## src/rtl/c3lib_cfgcsr_fastslow_pulse_arb_if.sv

```systemverilog
// c3lib_cfgcsr_fastslow_pulse_arb_if: requester/status bundle for the fast->slow pulse arbiter
interface c3lib_cfgcsr_fastslow_pulse_arb_if #(
  parameter int NREQ = 4
) ();
  localparam int IDW = $clog2(NREQ);
  logic enable;
  logic [NREQ-1:0] req;
  logic [NREQ-1:0] pend;
  logic fastpulse;
  logic [IDW-1:0] gnt_id;
  logic [NREQ-1:0] gnt_onehot;
  logic busy;
  logic [NREQ-1:0] drop;
  modport master (
    output enable, req,
    input pend, fastpulse, gnt_id, gnt_onehot, busy, drop
  );
  modport slave (
    input enable, req,
    output pend, fastpulse, gnt_id, gnt_onehot, busy, drop
  );
endinterface

```

## src/rtl/c3lib_cfgcsr_fastslow_pulse_arb.sv

```systemverilog
// c3lib_cfgcsr_fastslow_pulse_arb: round-robin sharing of one fast->slow pulse crossing with ID hold-off
module c3lib_cfgcsr_fastslow_pulse_arb #(
  parameter int NREQ = 4,
  parameter int HOLDOFF = 16
) (
  input logic i_fastclk,
  input logic i_fastrstn,
  c3lib_cfgcsr_fastslow_pulse_arb_if.slave bus
);
  localparam int IDW = $clog2(NREQ);
  localparam int CW = $clog2(HOLDOFF + 1);
  typedef enum logic [1:0] {IDLE, ISSUE, HOLD} state_t;
  state_t state, state_nx;
  logic [NREQ-1:0] pend, clr, drop;
  logic [IDW-1:0] rr_ptr, gnt_id, winner, idx;
  logic [CW-1:0] cnt, cnt_nx;
  logic found, grant, fastpulse;
  // first pending requester at or after rr_ptr, wrapping
  always_comb begin
    winner = rr_ptr;
    idx = rr_ptr;
    found = 1'b0;
    for (int i = 0; i < NREQ; i++) begin
      idx = IDW'((int'(rr_ptr) + i) % NREQ);
      if (!found && pend[idx]) begin
        winner = idx;
        found = 1'b1;
      end
    end
  end
  assign grant = (state == IDLE) && bus.enable && (|pend);
  assign clr = grant ? NREQ'(1) << winner : '0;
  // next state and hold-off counter
  always_comb begin
    state_nx = state;
    cnt_nx = cnt;
    case (state)
      IDLE: state_nx = grant ? ISSUE : IDLE;
      ISSUE: begin
        state_nx = HOLD;
        cnt_nx = CW'(HOLDOFF - 1);
      end
      HOLD: begin
        state_nx = (cnt == '0) ? IDLE : HOLD;
        cnt_nx = (cnt == '0) ? cnt : cnt - CW'(1);
      end
      default: state_nx = IDLE;
    endcase
  end
  // state, pending capture, grant registers; reset drops all pending work
  always_ff @(posedge i_fastclk or negedge i_fastrstn) begin
    if (!i_fastrstn) begin
      state <= IDLE;
      cnt <= '0;
      pend <= '0;
      drop <= '0;
      rr_ptr <= '0;
      gnt_id <= '0;
      fastpulse <= 1'b0;
    end else begin
      state <= state_nx;
      cnt <= cnt_nx;
      pend <= bus.req | (pend & ~clr);
      drop <= bus.req & pend & ~clr;
      fastpulse <= grant;
      if (grant) begin
        gnt_id <= winner;
        rr_ptr <= (winner == IDW'(NREQ - 1)) ? '0 : winner + IDW'(1);
      end
    end
  end
  assign bus.pend = pend;
  assign bus.drop = drop;
  assign bus.fastpulse = fastpulse;
  assign bus.gnt_id = gnt_id;
  assign bus.busy = (state != IDLE);
  assign bus.gnt_onehot = (state != IDLE) ? NREQ'(1) << gnt_id : '0;
endmodule

```

## src/flat_wrapper.sv

```systemverilog
// flat-port wrapper written by rule: the top's interface ports become plain ports
module c3lib_cfgcsr_fastslow_pulse_arb_flat 
#(
  parameter int NREQ = 4,
  parameter int HOLDOFF = 16
)
  (i_fastclk, i_fastrstn, bus_enable, bus_req, bus_pend, bus_fastpulse, bus_gnt_id, bus_gnt_onehot, bus_busy, bus_drop);
  c3lib_cfgcsr_fastslow_pulse_arb_if #(.NREQ(NREQ)) bus_i ();
  input logic i_fastclk;
  input logic i_fastrstn;
  input wire logic [$bits(bus_i.enable)-1:0] bus_enable;
  input wire logic [$bits(bus_i.req)-1:0] bus_req;
  output wire logic [$bits(bus_i.pend)-1:0] bus_pend;
  output wire logic [$bits(bus_i.fastpulse)-1:0] bus_fastpulse;
  output wire logic [$bits(bus_i.gnt_id)-1:0] bus_gnt_id;
  output wire logic [$bits(bus_i.gnt_onehot)-1:0] bus_gnt_onehot;
  output wire logic [$bits(bus_i.busy)-1:0] bus_busy;
  output wire logic [$bits(bus_i.drop)-1:0] bus_drop;
  assign bus_i.enable = bus_enable;
  assign bus_i.req = bus_req;
  assign bus_pend = bus_i.pend;
  assign bus_fastpulse = bus_i.fastpulse;
  assign bus_gnt_id = bus_i.gnt_id;
  assign bus_gnt_onehot = bus_i.gnt_onehot;
  assign bus_busy = bus_i.busy;
  assign bus_drop = bus_i.drop;
  c3lib_cfgcsr_fastslow_pulse_arb #(.NREQ(NREQ), .HOLDOFF(HOLDOFF)) u_core (.i_fastclk(i_fastclk), .i_fastrstn(i_fastrstn), .bus(bus_i));
endmodule
```

## config.mk

```make
export PLATFORM = sky130hd
export DESIGN_NAME = c3lib_cfgcsr_fastslow_pulse_arb_flat
export DESIGN_NICKNAME = d
export VERILOG_FILES = /design/src/rtl/c3lib_cfgcsr_fastslow_pulse_arb_if.sv /design/src/rtl/c3lib_cfgcsr_fastslow_pulse_arb.sv /design/src/flat_wrapper.sv
export SDC_FILE = /design/constraint.sdc
export NUM_CORES = 1
export LEC_CHECK = 0
export ABC_AREA = 1
export CORE_AREA = 2 2 41 71
export DETAILED_ROUTE_END_ITERATION = 12
export DIE_AREA = 0 0 43 73
export DONT_BUFFER_PORTS = 1
export PLACE_DENSITY = 0.62
export SYNTH_ARGS = -nofsm -noshare
export SYNTH_HDL_FRONTEND = slang
export SYNTH_SLANG_ARGS = --single-unit
```

## constraint.sdc

```tcl
create_clock -name i_fastclk -period 2.95 [get_ports i_fastclk]
set_input_delay 0.59 -clock i_fastclk [delete_from_list [all_inputs] [get_ports i_fastclk]]
set_output_delay 0.59 -clock i_fastclk [all_outputs]
set_load 0.01 [all_outputs]
```

==> results.json, run 1 <==
{
  "maxCapViolCount": 0,
  "num_antenna_cells": 0,
  "fp.dieArea_um2": 3139,
  "grt_use_total": 0.1804,
  "antenna_found_initial": 0,
  "fp.coreArea_um2": 2628,
  "grt_pass1_wl_mm": 4.291,
  "start_util": 0.4614,
  "reg2reg_slack_ps": 750,
  "portBuffers": 0,
  "rr_worst_depth": 17,
  "detail_route.iter0.violations": 9,
  "finalCriticalPeriod_ps": 2205,
  "min_period_over_period": 0.7474,
  "finClkSkew_ps": 1.389,
  "path_clk_slew_ps": 70,
  "crit_start": "u_core.rr_ptr[0]",
  "post_cts_buffers": 0,
  "vias": 990,
  "drtPass1Iterations": 3,
  "arrival_ps": 2340,
  "p_per_area_nw_per_um2": 1097,
  "die_w_um": 43,
  "yosys_warnings": 0,
  "syn-cell-area_um2": 1212,
  "syn2layout_area_growth_pct": 4.334,
  "routed_wirelength_mm": 2.408,
  "synth_area_per_cell_um2": 7.393,
  "timing.rr.start": "u_core.rr_ptr[0]",
  "grt_max_degree": 21,
  "critPathKind": "register to register",
  "worst-slew-pin-transition_ps": 404.5,
  "cts_resized": 0,
  "cts-root-buf": "clkbuf_8",
  "ys_seq_area_frac": 0.4128,
  "cts_tree": "yes",
  "vias_per_cell": 5.156,
  "timing.final.max_slew_violations": 0,
  "ant_nets": 0,
  "cp_max_fo": 12,
  "gr-total-overflow": 0,
  "hold_class": "input port to async pin",
  "cts.sinks": 20,
  "rsz0062_at_grt": "no",
  "cts_made_buffers": 3,
  "io_pins": 23,
  "slew_headroom": 0.7303,
  "clk_latency_ps": 250,
  "holdWs_ps": 28.99,
  "die_h_um": 73,
  "syn-num-nets": 176,
  "rows": 25,
  "grt_pass1_vias": 1026,
  "max_freq_ghz": 0.4536,
  "synthCells": 164,
  "r2r-end": "u_core.bus.pend[2]",
  "final_layout_size_suffix_gt1_frac": 0.1636,
  "finalSetupViolCount": 0,
  "synth.distinct_cells": 19,
  "ys_ff_latch": 20,
  "worstSetupEndpointType": "register",
  "leakagePower_nw": 0.7267,
  "hold_viol": 0,
  "wire_per_inst_um": 12.54,
  "finish.utilization": 0.4814,
  "peakVddDrop_uv": 458.2,
  "clockBufferDepth": 2,
  "cts_hold_buffers": 0,
  "cts_max_level": 1,
  "status": "finished, final reports clean",
  "worstSetupStartpointType": "register",
  "gp_congestion": 0.8248,
  "required_ps": 3080,
  "layout.nets": 179,
  "drc_errors": 0,
  "hpwl_mm": 1.993,
  "totalNegativeSetupSlack_ps": 0,
  "n_fill_cell": 282
}
==> per-stage QoR <==
step / setup slack (ps) / std cells / area (um2) / total power [mW]
3_3_place_gp: 773.8 / 189 / 1224 / 1.207
4_1_cts: 719.0 / 192 / 1265 / 1.406
6_report: 745.2 / 192 / 1265 / 1.388
2_1_floorplan: 1143 / 164 / 1212 / 1.104
5_1_grt: 468.7 / 192 / 1265 / 1.551
3_5_place_dp: 720.8 / 189 / 1224 / 1.226
==> logic make-up after synthesis <==
logic type / count (synthesis) / synth area share
compound gates: 11 / 0.05676
flops: 20 / 0.4128
buf+inv: 31 / 0.1104
fa+ha+maj: 5 / 0.05160
simple gates: 97 / 0.3684
==> cell usage in the layout (no fill, tap or decap) <==
master and n:
inv_4 1, inv_1 25, nor2_1 3, or2_1 3
o21ai_2 3, nand2_2 12, nor3_1 4, ha_1 5
nand3_1 9, nor2_2 2, nand2_1 59, inv_2 3
a22oi_1 1, dfrtp_1 20, o21ai_0 5, clkbuf_8 3
nand3_2 3, a21oi_1 2, nand4_1 2
==> worst max path at each step <==
stage,to,cells after the start,slack (ps)
floorplan,u_core.bus.pend[3],15,1140
global placement,u_core.bus.pend[3],13,770
detailed placement,u_core.bus.pend[3],13,720
CTS,u_core.bus.pend[3],13,720
global route,u_core.bus.pend[2],17,470
finish,u_core.bus.pend[2],17,750
==> Yosys cell counts <==
library cell	n	area [um2]
nand2_1	59	221.5
inv_1	25	93.84
dfrtp_1	20	500.5
nand2_2	12	75.07
nand3_1	9	45.04
ha_1	5	62.56
o21ai_0	5	25.02
nor3_1	4	20.02
inv_2	3	11.26
nand3_2	3	30.03
nor2_1	3	11.26
o21ai_2	3	26.28
or2_1	3	18.77
a21oi_1	2	10.01
buf_6	2	22.52
nand4_1	2	12.51
nor2_2	2	12.51
a22oi_1	1	7.510
inv_4	1	6.260
==> state kept, by name, indices dropped and copies added (netlist names) <==
signal,count
u_core.bus.drop,4
u_core.bus.pend,4
u_core.cnt,5
u_core.state,2
u_core.bus.gnt_id,2
u_core.rr_ptr,2
u_core.bus.fastpulse,1
==> metal layers <==
metal,vias to the layer above,global-route usage,part of all wire
met5,-,0,0
li1,501,-,-
met4,0,0.1111,0.037
met1,467,0.1780,0.37
met2,14,0.3434,0.57
met3,8,0.01980,0.018
==> critical path, cell delays in order, from the launching register on <==
cell     delay, ps
dfrtp_1        590
inv_2          190
nand2_1        110
nand2_2         80
nand2_1         70
nand2_2         70
nand3_1         90
nand2_1         60
nand2_1         60
nand2_1         60
nand2_2         70
nand2_2         70
inv_2           70
ha_1           140
nand2_1         50
nand2_1         50
inv_1           50
or2_1          210
==> cell type report <==
cell class / instances / area (um2) / area share
multi-input combinational: 113 / 578.1 / 0.4570
inverter: 29 / 111.4 / 0.08803
sequential: 20 / 500.5 / 0.3956
tap: 27 / 33.78 / 0.02671
clock buffer: 3 / 41.29 / 0.03264
==> power breakdown <==
group          leakage, nW  switching, mW  internal [mW]
Sequential           0.227          0.127          0.371
Combinational        0.478          0.486          0.235
Clock               0.0216         0.0785         0.0906
Total                0.727          0.692          0.696
No activity file was read; power rests on OpenSTA's default activity.
==> run 2, diff against run 1 <==
Settings changed: PLACE_DENSITY 0.62 to 0.64.
Clock period 2.95 ns to 1.8 ns, I/O delays scaled along.
==> run 2 against run 1 <==
Effect of this change: the run now ends with setup timing left; critical endpoint is now u_core.bus.pend[3]; global-route usage increased by 0.31 points; flip-flop and latch count unchanged; combinational power increased to 2.9 times the previous value; clock power increased by 67%; clock-buffer cell count unchanged; power increased by 130%.
==> results.json, run 2 (synthesis gave the netlist of run 1 again) <==
{
  "hold_depth": 2,
  "gp_congestion": 0.8663,
  "hold_class": "input port to register",
  "layout.cells.non_filler": 215,
  "fp.coreArea_um2": 2628,
  "post-place-cells": 206,
  "finalCriticalPeriod_ps": 2054,
  "cts_made_buffers": 3,
  "start_util": 0.4614,
  "internal_power_mw": 1.611,
  "p_per_area_nw_per_um2": 1993,
  "combPwrFrac": 0.663,
  "status": "complete, but fails checks",
  "path_clk_slew_ps": 70,
  "timing.final.max_slew_violations": 0,
  "slew_headroom": 0.4159,
  "critPathKind": "register to register",
  "die_h_um": 73,
  "r2r-end": "u_core.bus.pend[3]",
  "peakVddDrop_uv": 1170,
  "clockBufferDepth": 2,
  "p_clk_frac": 0.089,
  "cts_max_level": 1,
  "power_switching_mw": 1.541,
  "grt_max_degree": 21,
  "final_common_cell": "nand2_1",
  "min_to": "u_core.bus.drop[2]",
  "required_ps": 1940,
  "min_period_over_period": 1.141,
  "cts.sinks": 20,
  "grt_pass1_vias": 1079,
  "maxCapViolCount": 0,
  "io_pins": 23,
  "detail_route.iter0.violations": 30,
  "syn2layout_area_growth_pct": 30.44,
  "swShare": 0.4889,
  "arrival_ps": 2190,
  "leakagePower_nw": 0.8455,
  "wire_per_inst_um": 14.20,
  "ant_nets": 0,
  "grt_pass1_wl_mm": 4.381,
  "routed_wirelength_mm": 3.054,
  "drtPass1Iterations": 4,
  "clk_latency_ps": 250,
  "finClkSkew_ps": 6.233,
  "finish.utilization": 0.6019,
  "largest_register_ffs": 5,
  "power_frac_seq": 0.247,
  "antenna_found_initial": 0,
  "timing.rr.start": "u_core.rr_ptr[0]",
  "drc_errors": 0,
  "num_antenna_cells": 0,
  "reg2reg_slack_ps": -250,
  "max_freq_ghz": 0.4867,
  "die_w_um": 43,
  "layout.nets": 202,
  "grt_use_total": 0.1835,
  "final_layout_size_suffix_gt1_frac": 0.4096,
  "min_from": "bus_req[2]",
  "portBuffers": 0,
  "violations": "setup timing",
  "reg_top3": "u_core.cnt (5), u_core.bus.drop (4), u_core.bus.pend (4)",
  "setup_slack_ps": -254.5,
  "gr-total-overflow": 0,
  "cp_max_fo": 8,
  "rsz0062_at_grt": "yes",
  "rr_worst_depth": 17,
  "final_cell_mix": "nand2_1, nand2_2, inv_1",
  "cts_tree": "yes",
  "place_ws_ps": -218.3,
  "vias_per_cell": 5.386,
  "rows": 25,
  "hold_viol": 0,
  "worst-slew-pin-transition_ps": 873.2,
  "cts-root-buf": "clkbuf_8",
  "largest-register": "u_core.cnt",
  "finalSetupViolCount": 10,
  "worstSetupStartpointType": "register",
  "worstSetupEndpointType": "register",
  "fp.dieArea_um2": 3139,
  "vias": 1158,
  "hpwl_mm": 2.105
}
[run 2: cell types whose count changed in the layout (fill, tap and decap cells not counted), moves of 3 or more]
cell     before  now
ha_1          5    1
nand2_2      12   26
nand2_4       0    3
nand3_1       9    6
ha_4          0    3
nand2_1      59   42
buf_4         0   20
inv_1        25   22
[run 2: cell type report]
class / count / area, um2
Fill cell: 233 / 1046
Tap cell: 27 / 33.78
Clock buffer: 3 / 41.29
Inverter: 29 / 118.9
Sequential cell: 20 / 501.7
Multi-Input combinational cell: 113 / 703.2
Timing Repair Buffer: 23 / 182.7
[run 2: timing repair]
item,4_1_cts,5_1_grt
endpoints found under the hold margin,20,0
hold buffers,1,0
setup endpoints to repair,9,12
pin swaps,9,20
gates resized for setup,13,28
gates cloned,0,0
buffers inserted,3,4
[run 2: routing by layer]
layer  wire length, um  part of all wire  up-vias  global-route usage
li1                  -                 -      548                   -
met1              1038              0.34      560              0.1893
met2              1799              0.59       39              0.3367
met3                94             0.031       11             0.02475
met4               121             0.040        0              0.1145
met5                 0                 0        -                   0
[run 2: stage by stage]
stage | TNS [ps] | power, mW | cell area, um2 | hold slack, ps
5_1_grt | -2846 | 3.378 | 1582 | 205.2
6_report | -1834 | 3.152 | 1582 | 210.3
3_5_place_dp | -1210 | 2.311 | 1351 | 64.87
2_1_floorplan | 0 | 1.813 | 1212 | 64.41
3_3_place_gp | -798.5 | 2.255 | 1351 | 64.85
4_1_cts | -1155 | 2.834 | 1480 | 208.8
[run 2: worst max-delay path by stage]
| stage | startpoint | endpoint | slack (ps) |
|---|---|---|---|
| after floorplan | u_core.rr_ptr[0] | u_core.bus.pend[2] | 6 |
| after global placement | u_core.rr_ptr[0] | u_core.bus.pend[3] | -160 |
| after detailed placement | u_core.rr_ptr[0] | u_core.bus.pend[3] | -220 |
| after CTS | u_core.rr_ptr[0] | u_core.bus.pend[3] | -170 |
| after global routing | u_core.rr_ptr[0] | u_core.bus.pend[3] | -350 |
| final | u_core.rr_ptr[0] | u_core.bus.pend[3] | -250 |
[run 2: worst max-delay path, cell delays in order (launching register included)]
cell and delay, ps:
dfrtp_2 450, buf_6 150, nand2_1 70, nand2_2 70, nand2_2 70, nand2_2 80, nand3_4 90, nand2_2 60
nand2_1 70, nand2_1 60, nand2_2 80, nand2_4 80, inv_4 80, ha_4 150, nand2_2 50, nand2_2 70
inv_2 30, or2_1 190
[run 2: power by group through the flow]
stage               sequential (mW)  combinational, mW  clock (mW)
floorplan                     0.759               1.05           0
global placement              0.771               1.48           0
detailed placement            0.774               1.54           0
CTS                           0.774               1.77       0.287
global route                  0.799               2.28       0.301
finish                        0.780               2.09       0.282
==> run 3, diff against run 2 <==
Settings changed: PLACE_DENSITY 0.64 to 0.62.
Clock period 1.8 ns to 2.3 ns, I/O delays scaled along.
==> run 3 against run 2 <==
Effect of this change: the run now ends clean; via count down 17%; clock power down 7%; maximum frequency down 0.80%; flip-flop and latch count unchanged; first-iteration DRC count down 37%; core utilization down 11 points; register-to-register slack better by 480 ps; clock skew down 1.8 ps; wire length down 22%; critical path type unchanged; largest power group unchanged.
==> results.json, run 3 (synthesis gave the netlist of run 1 again) <==
{
  "cts.sinks": 20,
  "required_ps": 2440,
  "portBuffers": 0,
  "drtPass1Iterations": 4,
  "place_ws_ps": 232.6,
  "cts_made_buffers": 3,
  "largest-register": "u_core.cnt",
  "arrival_ps": 2210,
  "start_util": 0.4614,
  "grt_max_degree": 21,
  "cpMostUsedCell": "nand2_1",
  "worstSetupEndpointType": "register",
  "met3_length_um": 37,
  "holdWs_ps": 307.6,
  "cts_tree": "yes",
  "setup_slack_ps": 229.1,
  "slowest_delay_ps": 410,
  "cts_resized": 0,
  "power_mw": 1.849,
  "crit_path_top_delay_cell": "dfrtp_1",
  "final_cell_mix": "nand2_1, inv_1, dfrtp_1",
  "slew_headroom": 0.4088,
  "gp_congestion": 0.9069,
  "cts_hold_buffers": 1,
  "die_h_um": 73,
  "rows": 25,
  "vias": 965,
  "min_period_over_period": 0.9004,
  "rsz0062_at_grt": "no",
  "die_w_um": 43,
  "clk_latency_ps": 250,
  "fp.dieArea_um2": 3139,
  "antenna_found_initial": 0,
  "wl_met2_mm": 1.371,
  "largest_register_ffs": 5,
  "n_fill_cell": 278,
  "final_common_cell": "nand2_1",
  "max_freq_ghz": 0.4829,
  "post_cts_buffers": 0,
  "p_per_area_nw_per_um2": 1418,
  "reg_top3": "u_core.cnt (5), u_core.bus.drop (4), u_core.bus.pend (4)",
  "grt_use_total": 0.1740,
  "syn2layout_area_growth_pct": 7.533,
  "path_cells": "inv_2, nand2_1, nand2_1, nand2_1, nand2_2, nand4_1, nand2_1, nand2_2, inv_1, ha_1, nand2_1, nand2_1, inv_1, or2_1",
  "num_antenna_cells": 0,
  "finalSetupViolCount": 0,
  "io_pins": 23,
  "worstSetupStartpointType": "register",
  "gr-total-overflow": 0,
  "detail_route.iter0.violations": 19,
  "leakagePower_nw": 0.7480,
  "cp_max_fo": 11,
  "routed_wirelength_mm": 2.380,
  "cts-root-buf": "clkbuf_8",
  "grt_pass1_wl_mm": 4.167,
  "dr.max_layer_used": "met4",
  "hold_viol": 0,
  "m1WireLength_um": 940,
  "worst-slew-pin-transition_ps": 883.8,
  "cts_max_level": 1,
  "maxCapViolCount": 0,
  "final_layout_size_suffix_gt1_frac": 0.1775,
  "multi_input_area_um2": 578.1,
  "layout.nets": 182,
  "totalNegativeSetupSlack_ps": 0,
  "clockBufferDepth": 2,
  "vias_per_cell": 4.923,
  "drc_errors": 0,
  "path_clk_slew_ps": 70,
  "finClkSkew_ps": 4.424,
  "critPathKind": "register to register",
  "ant_nets": 0,
  "fp.coreArea_um2": 2628,
  "peakVddDrop_uv": 666.1,
  "register_area_um2": 500.5,
  "wire_per_inst_um": 12.14,
  "status": "finished, final reports clean",
  "timing.final.max_slew_violations": 0,
  "hpwl_mm": 1.922,
  "hold_class": "input port to register",
  "grt_pass1_vias": 977,
  "finalCriticalPeriod_ps": 2071
}
## run 3: final timing paths
| kind | depth (start not counted) | slack, ps | startpoint | end |
|---|---|---|---|---|
| max | 14 | 230 | u_core.rr_ptr[0] | u_core.bus.pend[3] |
| min | 1 | 310 | bus_req[2] | u_core.bus.pend[2] |
| max reg2reg | 14 | 230 | u_core.rr_ptr[0] | u_core.bus.pend[3] |
| min reg2reg | 2 | 490 | u_core.cnt[3] | u_core.cnt[3] |
| max in group asynchronous | 1 | 990 | i_fastrstn | u_core.rr_ptr[0] |
| min in group asynchronous | 1 | 770 | i_fastrstn | u_core.cnt[3] |
## run 3: critical path, delay by kind of cell (launching register included)
kind	cells	cell delay, ps
adder cells (fa/ha/maj)	1	150
AND/OR/NAND/NOR	10	1070
buffers and inverters	3	330
flip-flops	1	410
## run 3: cell type report
cell class / instances / area share
tap: 27 / 0.02591
sequential: 20 / 0.3839
multi-input combinational: 113 / 0.4434
clock buffer: 4 / 0.04223
inverter: 29 / 0.08541
timing repair buffer: 3 / 0.01919
## run 3: power by group
part,switching [mW],internal [mW],leakage (nW),total [mW]
clock,0.111,0.152,0.0288,0.263
combinational,0.648,0.322,0.492,0.969
sequential,0.141,0.476,0.227,0.616
total,0.899,0.949,0.748,1.85
## run 3: per-layer routing
layer	GRT usage	up-vias
li1	-	512
met1	0.1959	440
met2	0.3165	9
met3	0.02475	4
met4	0.07744	0
met5	0	-
## run 3: metrics by stage
stage,instances,utilization,area [um2]
global placement,191,0.4714,1239
detailed placement,191,0.4714,1239
finish,196,0.4962,1304
CTS,196,0.4962,1304
global route,196,0.4962,1304
floorplan,164,-,1212
